--- config.mk ---
export PLATFORM = sky130hd
export DESIGN_NAME = router_pkt_fifo
export DESIGN_NICKNAME = d
export VERILOG_FILES = /design/src/rtl/router_pkt_fifo.sv
export SDC_FILE = /design/constraint.sdc
export NUM_CORES = 1
export LEC_CHECK = 0
export CORE_AREA = 10 10 139 141
export DETAILED_ROUTE_END_ITERATION = 8
export DIE_AREA = 0 0 149 151
export GPL_ROUTABILITY_DRIVEN = 0
export GPL_TIMING_DRIVEN = 0
export PLACE_DENSITY = 0.59
export SYNTH_ARGS = -nofsm -noshare
export SYNTH_HDL_FRONTEND = slang
export SYNTH_SLANG_ARGS = --single-unit
export TNS_END_PERCENT = 100
--- constraint.sdc ---
create_clock -name clk -period 3.6 [get_ports clk]
set_input_delay 0.72 -clock clk [delete_from_list [all_inputs] [get_ports clk]]
set_output_delay 0.72 -clock clk [all_outputs]
set_load 0.01 [all_outputs]
--- src/rtl/router_pkt_fifo.sv ---
// Packet-aware circular FIFO for one router output channel.
// Tags each stored word with its header flag and frames packets on the read side.
module router_pkt_fifo #(
  parameter int DATA_WIDTH = 8,
  parameter int DEPTH      = 16,
  parameter int AF_MARGIN  = 2
) (
  input  logic                     clk,
  input  logic                     reset,
  input  logic                     soft_reset,
  input  logic                     write_enb,
  input  logic                     lfd_state,
  input  logic [DATA_WIDTH-1:0]    data_in,
  input  logic                     read_enb,
  output logic [DATA_WIDTH-1:0]    data_out,
  output logic                     data_valid,
  output logic                     sop,
  output logic                     eop,
  output logic                     empty,
  output logic                     full,
  output logic                     almost_full,
  output logic [$clog2(DEPTH):0]   count,
  output logic                     wr_drop
);

  localparam int PTR_W = $clog2(DEPTH);
  localparam int CNT_W = PTR_W + 1;
  localparam int REM_W = DATA_WIDTH - 1;
  localparam logic [CNT_W-1:0] FULL_LEVEL = CNT_W'(DEPTH);
  localparam logic [CNT_W-1:0] AF_LEVEL   = CNT_W'(DEPTH - AF_MARGIN);

  logic [DATA_WIDTH:0]   mem [DEPTH];
  logic [PTR_W-1:0]      wr_ptr;
  logic [PTR_W-1:0]      rd_ptr;
  logic [REM_W-1:0]      rem;
  logic [DATA_WIDTH:0]   rd_word;
  logic [CNT_W-1:0]      count_nxt;
  logic                  wr_ok;
  logic                  pop;
  logic                  flush;

  assign flush   = reset || soft_reset;
  assign wr_ok   = write_enb && !full;
  assign pop     = read_enb && !empty;
  assign rd_word = mem[rd_ptr];

  // Remaining words of a packet: payload length from the header plus the parity word.
  function automatic logic [REM_W-1:0] hdr_rem(input logic [DATA_WIDTH-1:0] hdr);
    return {1'b0, hdr[DATA_WIDTH-1:2]} + REM_W'(1);
  endfunction

  always_comb begin
    count_nxt = count;
    case ({wr_ok, pop})
      2'b10:   count_nxt = count + CNT_W'(1);
      2'b01:   count_nxt = count - CNT_W'(1);
      default: count_nxt = count;
    endcase
  end

  // Storage: no reset, stale entries become unreachable once pointers are cleared.
  always_ff @(posedge clk) begin
    if (wr_ok && !flush)
      mem[wr_ptr] <= {lfd_state, data_in};
  end

  // Pointers, occupancy flags and the registered read stage.
  always_ff @(posedge clk) begin
    if (flush) begin
      wr_ptr      <= '0;
      rd_ptr      <= '0;
      count       <= '0;
      rem         <= '0;
      empty       <= 1'b1;
      full        <= 1'b0;
      almost_full <= 1'b0;
      wr_drop     <= 1'b0;
      data_valid  <= 1'b0;
      sop         <= 1'b0;
      eop         <= 1'b0;
      data_out    <= '0;
    end else begin
      if (wr_ok)
        wr_ptr <= wr_ptr + PTR_W'(1);
      if (pop)
        rd_ptr <= rd_ptr + PTR_W'(1);
      count       <= count_nxt;
      empty       <= (count_nxt == '0);
      full        <= (count_nxt == FULL_LEVEL);
      almost_full <= (count_nxt >= AF_LEVEL);
      wr_drop     <= write_enb && full;
      data_valid  <= pop;
      sop         <= pop && rd_word[DATA_WIDTH];
      eop         <= pop && !rd_word[DATA_WIDTH] && (rem == REM_W'(1));
      if (pop) begin
        data_out <= rd_word[DATA_WIDTH-1:0];
        if (rd_word[DATA_WIDTH])
          rem <= hdr_rem(rd_word[DATA_WIDTH-1:0]);
        else if (rem != '0)
          rem <= rem - REM_W'(1);
      end
    end
  end

endmodule

* Word level (Yosys, flattened, before mapping) *
Memories as Yosys holds them, arrays and structs flattened. A register that Yosys moved wholly into a read port is not among the register bits.
Cells that the tools add are included.

word-level totals
  register bits = 35
  RAM bits = 144
  input port bits = 14
  output and inout bits = 20
  logic and storage cells = 47
  memories kept = 1

memory list
  name  depth  width  read ports  clocked after memory_dff  write ports  RTL line  source
  mem   16     9      1           1                         1            32        logic [DATA_WIDTH:0] mem [DEPTH];

cells by class
  $add $sub $neg = 6
  magnitude comparators = 1
  equality and inequality tests = 4
  mux-type cells = 7
  reductions and logical operators = 16

operator list
  operator                                                           number
  two-way mux 7 bit                                                  2
  one-hot mux 5 bit (2 select lines)                                 1
  adder 4 x 1 -> 4 bit, second input constant                        2
  two-way mux 4 bit                                                  2
  adder 6 x 1 -> 7 bit, second input constant                        1
  equality test 7 x 1 -> 1 bit, second input constant                1
  logical AND 1 bit                                                  7
  nonzero test 7 bit                                                 1
  subtractor 7 x 1 -> 7 bit, second input constant                   1
  adder 5 x 1 -> 5 bit, second input constant                        1
  equality test 5 bit, second input constant                         1
  greater-or-equal comparator 5 x 4 -> 1 bit, second input constant  1
  logical NOT 5 bit                                                  1
  subtractor 5 x 1 -> 5 bit, second input constant                   1
  logical NOT 1 bit                                                  4
  equality test 2 x 1 -> 1 bit, second input constant                1
  equality test 2 bit, second input constant                         1
  two-way mux 1 bit                                                  2
  AND reduction 2 bit                                                1
  nonzero test 2 bit                                                 1
  logical OR 1 bit                                                   1

* Logic depth before layout (Yosys ltp) *
Gate-level depths: netlist of run 1.

  depth in word-level cells = 5
  gate-level depth with buffers = 14
  gate-level depth less buffers = 12

* Worst setup path before layout of run 1 *
OpenSTA, ideal clock, no wires.

  kind = input-to-reg
  from = input read_enb
  to = register empty
  library setup time = 0.070 ns
  arrival time = 2.988 ns
  required time = 3.530 ns
  slack = 0.542 ns
  cell stages on the path = 14
  buffers on the path = 2
  cells stage by stage = nand2b_1 > clkinv_1 > clkbuf_1 > ha_1 > clkbuf_1 > xor2_1 > ha_1 > a21o_1 > a22oi_1 > o21ai_0 > nor3b_1 > o21ai_0 > inv_1 > a21oi_1

between the ends
  cells in the longest elaborated chain, start to end = 4
  elaborated cells between the ends (all ways) = 5
  classes of those cells = 2 x eq/ne; 1 x mux; 2 x reduce/logical

RTL lines
  element                                                              RTL line  source
  from (decl)                                                          14        input logic read_enb,
  logical AND 1 bit *                                                  44        assign pop = read_enb && !empty;
  named net pop                                                        39        logic pop;
  equality test 2 x 1 -> 1 bit or equality test 2 bit (tied branches)  54        case ({wr_ok, pop})
  one-hot mux 5 bit (2 select lines) *                                 54
  logical NOT 5 bit *                                                  88        empty <= (count_nxt == '0);
  to (signal assigned)                                                 88
  to (decl)                                                            19        output logic empty,

The timed path passes the listed nets; every way through them passes the cells marked *.
A chain may end at the register's enable or synchronous reset.

* Worst setup path after layout of run 1 *
  from = input read_enb
  to = register empty

between the ends
  cells in the longest elaborated chain, start to end = 4
  elaborated cells between the ends (all ways) = 5
  classes of those cells = 2 x eq/ne; 1 x mux; 2 x reduce/logical

RTL lines
  element                                                              RTL line
  logical AND 1 bit *                                                  44
  equality test 2 x 1 -> 1 bit or equality test 2 bit (tied branches)  54
  one-hot mux 5 bit (2 select lines) *                                 54
  logical NOT 5 bit *                                                  88

Every way passes the cells marked *; elsewhere a longest branch is shown, timed or not.

==> results.cfg, run 1 <==
[clock_tree]
cts_sinks = 183
cts.path.max_buffers = 2
hold_buffers = 0
post_cts_buffers = 0
cts-root-buf = clkbuf_16
ctsHtreeMaxLevel = 4
clk_pin_slew_worst_paths_ns = 0.06
numCtsBuffers = 17
cts_tree = done
clkLatencyLatePin_ns = 0.43

[placed_design]
port_buffers = 33
postPlaceCellArea_sq_um = 8021
dpl.hpwl_um = 10120
dp.cells = 712

[drt]
wl_per_cell_um = 20.85
route.detailed.drc = 0
vias_per_cell = 5.397
final_antenna_net_count = 0
drt_wl_total_um = 15450
vias = 3999
drt_iter0_drc = 337
drt_pass1_iterations = 5

[sta]
period_minus_slack_ns = 3.326
tightest_slew_ns = 1.230
rsz0062_at_grt = no
clock.fmax_mhz = 300.7
slew_violations = 0
max_slew_margin_pct = 17.70
fin_crit_sh_pct = 92.39
setup_viol = 0
fin_worst_skew_ns = 0.009314
hold_viol = 0

[logic_synthesis]
synth_cell_types = 48
yosysSeqAreaShare_pct = 69.45
synth_common_cells = edfxtp_1, mux4_2, dfxtp_1
synth.most_common_cell = edfxtp_1
syn-num-nets = 480
synth_area_sq_um = 7351
synth_edf_count = 144
synth_cells = 455
syn_avg_cell_area_sq_um = 16.16
yosys_warnings = 0
synth_top_area_share_pct = 58.83
synth_seq_cells = 183
ys.flop_type = edfxtp_1
synth.area.top_cells = edfxtp_1, mux4_2, dfxtp_1, ha_1, nor2_1
synth_top_area_cell = edfxtp_1
synthArstFlopShare_pct = 0

[critical_path]
end_kind = flip-flop
r2r-start = empty$_SDFF_PP1_
crit_required_ns = 3.95
slowest_delay_ns = 0.40
crit_arrival_ns = 3.68
timing.rr.end = empty$_SDFF_PP1_
reg2reg_slack_ns = 0.62
r2r_cells = 13
crit_fanout = 18
cp-start-kind = input pin
critPathSlowestCell = clkdlybuf4s50_1
cp_cell_sequence = clkdlybuf4s50_1, nand2b_1, clkinv_2, ha_1, clkbuf_1, xor2_1, ha_1, a21o_1, a22oi_1, o21ai_0, nor3b_1, o21ai_0, inv_1, a21oi_1
crit_type = input pin to flip-flop

[cells_and_area]
final_layout_size_suffix_gt1_share_pct = 17.08
area_growth_pct = 16.71
fin_area_sq_um = 8579
final_nets = 535
final_util_pct = 52.10
diodes = 0
instances_no_fill = 741

[global_route]
grt_overflow = 0
grt_pass1_vias = 4101
grt_pass1_wl_um = 24270
grt_max_degree = 19
grtUsageTotal_pct = 14.41
antenna_found_initial = 0

[power]
power.density_nw_per_um2 = 493.1
peakVddDrop_mv = 0.3951
p_leak_nw = 2.760

[die]
rows = 47
core_sq_um = 16470
fp.dieH_um = 151
dieArea_sq_um = 22500
fp.dieW_um = 149
io-pin-count = 34
start_util_pct = 44.64

[worst_hold_path]
hold_end = data_out[4]$_SDFFE_PP0N_
hold_depth = 2
hold_start = data_out[4]$_SDFFE_PP0N_
hold_path_class = flip-flop to flip-flop

[job]
cap_viol_max_count = 0

[outcome]
status = complete, no violations
stage by stage:
step	hold WS (ns)	worst slack, ns	TNS, ns	total power [mW]
finish	0.4609	0.2739	0	4.231
global route	0.4757	0.03977	0	4.375
detailed placement	0.4522	-0.4855	-1.899	2.497
CTS	0.4608	0.1951	0	4.267
global placement	0.4491	-0.4331	-16.59	2.491
floorplan	0.4678	0.5421	0	2.425
routing by layer:
layer	GRT usage, %	part of all wire, %	up-vias
met4	4.318	1.1	0
met5	0	0	-
li1	-	-	1871
met2	22.91	48	78
met1	19.21	46	2039
met3	3.580	4.3	11
cells in the final DEF (no fill, tap or decap), types with 7 or more instances in the layout:
cell type	Yosys	final
nand2_1	35	35
a21oi_1	21	21
clkbuf_16	0	17
edfxtp_1	144	144
ha_1	11	11
dfxtp_1	39	39
a22oi_1	10	10
clkdlybuf4s50_1	0	33
nand3_1	9	9
xor2_1	7	7
nor2_1	36	36
mux4_2	40	40
buf_6	3	7
inv_1	8	8
clkbuf_1	11	11
kinds of logic (layout without fill, tap and decap cells):
kind of cell,Yosys count,after routing,share of synthesized area (%)
AOI/OAI and AO/OA,57,57,5.158
adders and majority gates,11,11,1.872
DFF,183,183,69.45
buffers and inverters,33,99,2.145
and+or+nand+nor,116,116,7.251
muxes,44,44,12.82
xor gates and xnor gates,11,11,1.311
timing repair:
action | CTS | global route
hold endpoints to repair | 0 | 0
resized for setup | 1 | 2
setup endpoints to repair | 3 | 2
worst max-delay path by stage:
| stage | depth (start not counted) | slack, ns | start | to |
|---|---|---|---|---|
| 2_1_floorplan | 14 | 0.54 | read_enb | empty$_SDFF_PP1_ |
| 3_3_place_gp | 15 | -0.43 | read_enb | empty$_SDFF_PP1_ |
| 3_5_place_dp | 15 | -0.49 | read_enb | empty$_SDFF_PP1_ |
| 4_1_cts | 15 | 0.20 | write_enb | empty$_SDFF_PP1_ |
| 5_1_grt | 14 | 0.04 | read_enb | empty$_SDFF_PP1_ |
| 6_report | 14 | 0.27 | read_enb | empty$_SDFF_PP1_ |
area by class of cell:
| cell class | count | area [sq um] |
|---|---|---|
| buffer | 23 | 121.4 |
| clock buffer | 19 | 432.9 |
| clock inverter | 11 | 126.4 |
| fill | 1367 | 7886 |
| inverter | 9 | 35.03 |
| multi-input combinational | 239 | 2108 |
| sequential | 183 | 5105 |
| tap | 220 | 275.3 |
| timing repair buffer | 37 | 375.4 |
critical path: cells and delay by family:
family	cells	cell delay, ns
compound gates	5	0.90
xor+xnor	1	0.20
fa+ha+maj	2	0.52
buf+inv	4	0.99
simple gates	2	0.35
power by group:
group          internal [mW]  total (mW)  switching [mW]  leakage, nW
Combinational         0.0646       0.157          0.0923        0.884
Sequential              2.29        2.29         0.00634         1.61
Clock                   1.02        1.78           0.763        0.265
sequential cells by signal, summed over array words and instances, names as in the netlist, named ones only:
name	cells
almost_full	1
count	5
data_out	8
data_valid	1
empty	1
eop	1
full	1
mem	144
rd_ptr	4
rem	7
sop	1
wr_drop	1
wr_ptr	4
Note: power is estimated with default switching activity, not from simulation.
==> run 2: changes to the inputs <==
Clock period 3.6 ns to 3.7 ns, I/O delays scaled along.
==> run 2 against run 1 <==
Against the previous run: combinational power hardly changed; core utilization is 0.28 points higher; via count is 1.0% higher; critical path type unchanged; critical endpoint unchanged.
==> results.cfg, run 2 (same netlist as run 1, synthesis figures left out) <==
[cells_and_area]
diodes = 0
layout_common_cells = edfxtp_1, mux4_2, dfxtp_1
instances_no_fill = 747
top_regs = mem (144), data_out (8), rem (7)
largest_register = mem
final_layout_size_suffix_gt1_share_pct = 17.84
fin_area_sq_um = 8626
mostFrequentLayoutCell = edfxtp_1
largest_register_ffs = 144
fillers = 1357
final_util_pct = 52.39
final_nets = 541
area_growth_pct = 17.34

[drt]
drt_iter0_drc = 268
final_antenna_net_count = 0
wl_per_cell_um = 20.85
drt_wl_total_um = 15580
drt_pass1_iterations = 4
vias = 4039
route.detailed.drc = 0
vias_per_cell = 5.407

[placed_design]
dp.cells = 712
dp_worst_setup_slack_ns = -0.4055
dpl.hpwl_um = 10120
postPlaceCellArea_sq_um = 8021
port_buffers = 33

[clock_tree]
ctsHtreeMaxLevel = 4
clkLatencyLatePin_ns = 0.43
cts.path.max_buffers = 2
hold_buffers = 0
cts_tree = done
numCtsBuffers = 17
clk_pin_slew_worst_paths_ns = 0.06
cts-root-buf = clkbuf_16
cts_sinks = 183

[power]
peakVddDrop_mv = 0.3853
p_leak_nw = 2.782
power.density_nw_per_um2 = 477.7

[die]
fp.dieW_um = 149
fp.dieH_um = 151
core_sq_um = 16470
dieArea_sq_um = 22500
io-pin-count = 34
start_util_pct = 44.64
rows = 47

[job]
cap_viol_max_count = 0

[critical_path]
crit_arrival_ns = 3.78
crit_required_ns = 4.05
crit_path_start = write_enb
crit_type = input pin to flip-flop
crit_fanout = 10
r2r-start = empty$_SDFF_PP1_
cp-start-kind = input pin
end_kind = flip-flop

[sta]
hold_viol = 0
rsz0062_at_grt = no
whs_ns = 0.4615
fin_crit_sh_pct = 92.50
clock.fmax_mhz = 292.2
setup_ws_ns = 0.2776
slew_violations = 0
tightest_slew_ns = 1.268
max_slew_margin_pct = 15.14
fin_worst_skew_ns = 0.008951
period_minus_slack_ns = 3.422
setup_viol = 0

[global_route]
grtUsageTotal_pct = 14.44
antenna_found_initial = 0
grt_pass1_wl_um = 24320
grt_overflow = 0
grt_pass1_vias = 4103
grt_max_degree = 17

[worst_hold_path]
hold_path_class = flip-flop to flip-flop
hold_start = data_out[4]$_SDFFE_PP0N_

[outcome]
status = complete, no violations
run 2: area by class of cell:
class	instances	area, sq um	area share (%)
multi-input combinational	239	2108	24.44
buffer	23	120.1	1.393
sequential	183	5105	59.18
tap	220	275.3	3.191
inverter	9	37.54	0.4352
timing repair buffer	43	420.4	4.874
clock inverter	11	126.4	1.465
clock buffer	19	432.9	5.019
run 2: routing by layer:
layer,global-route usage [%],wire length (um),up-vias
li1,-,-,1885
met3,3.490,859,10
met4,4.220,140,0
met5,0,0,-
met2,23.06,7521,94
met1,19.25,7056,2050
run 2: report_power, final:
part	switching, mW	internal (mW)	total [mW]
sequential	0.00615	2.22	2.23
combinational	0.0909	0.0667	0.158
clock	0.742	0.990	1.73
run 2: final timing paths:
path | end | slack [ns] | cells past startpoint
setup / recovery | empty$_SDFF_PP1_ | 0.28 | 15
hold / removal | data_out[4]$_SDFFE_PP0N_ | 0.46 | 2
setup reg to reg | empty$_SDFF_PP1_ | 0.72 | 13
hold reg to reg | data_out[4]$_SDFFE_PP0N_ | 0.46 | 2
run 2: timing repair:
item	4_1_cts	5_1_grt
resized for setup	0	1
buffers inserted	0	6
endpoints found under the setup margin	0	4
run 2: critical path, stage by stage:
cell             delay [ns]
clkdlybuf4s50_1        0.46
nor2b_1                0.12
clkbuf_1               0.35
inv_1                  0.12
ha_1                   0.21
clkbuf_1               0.20
xor2_1                 0.20
ha_1                   0.24
a21o_1                 0.19
a22oi_1                0.17
o21ai_0                0.13
nor3b_1                0.16
o21ai_0                0.28
inv_1                  0.09
a21oi_1                0.13
run 2: through the flow:
stage	setup TNS (ns)	power, mW
3_3_place_gp	-13.31	2.423
3_5_place_dp	-1.499	2.429
2_1_floorplan	0	2.360
4_1_cts	0	4.152
6_report	0	4.121
5_1_grt	0	4.260
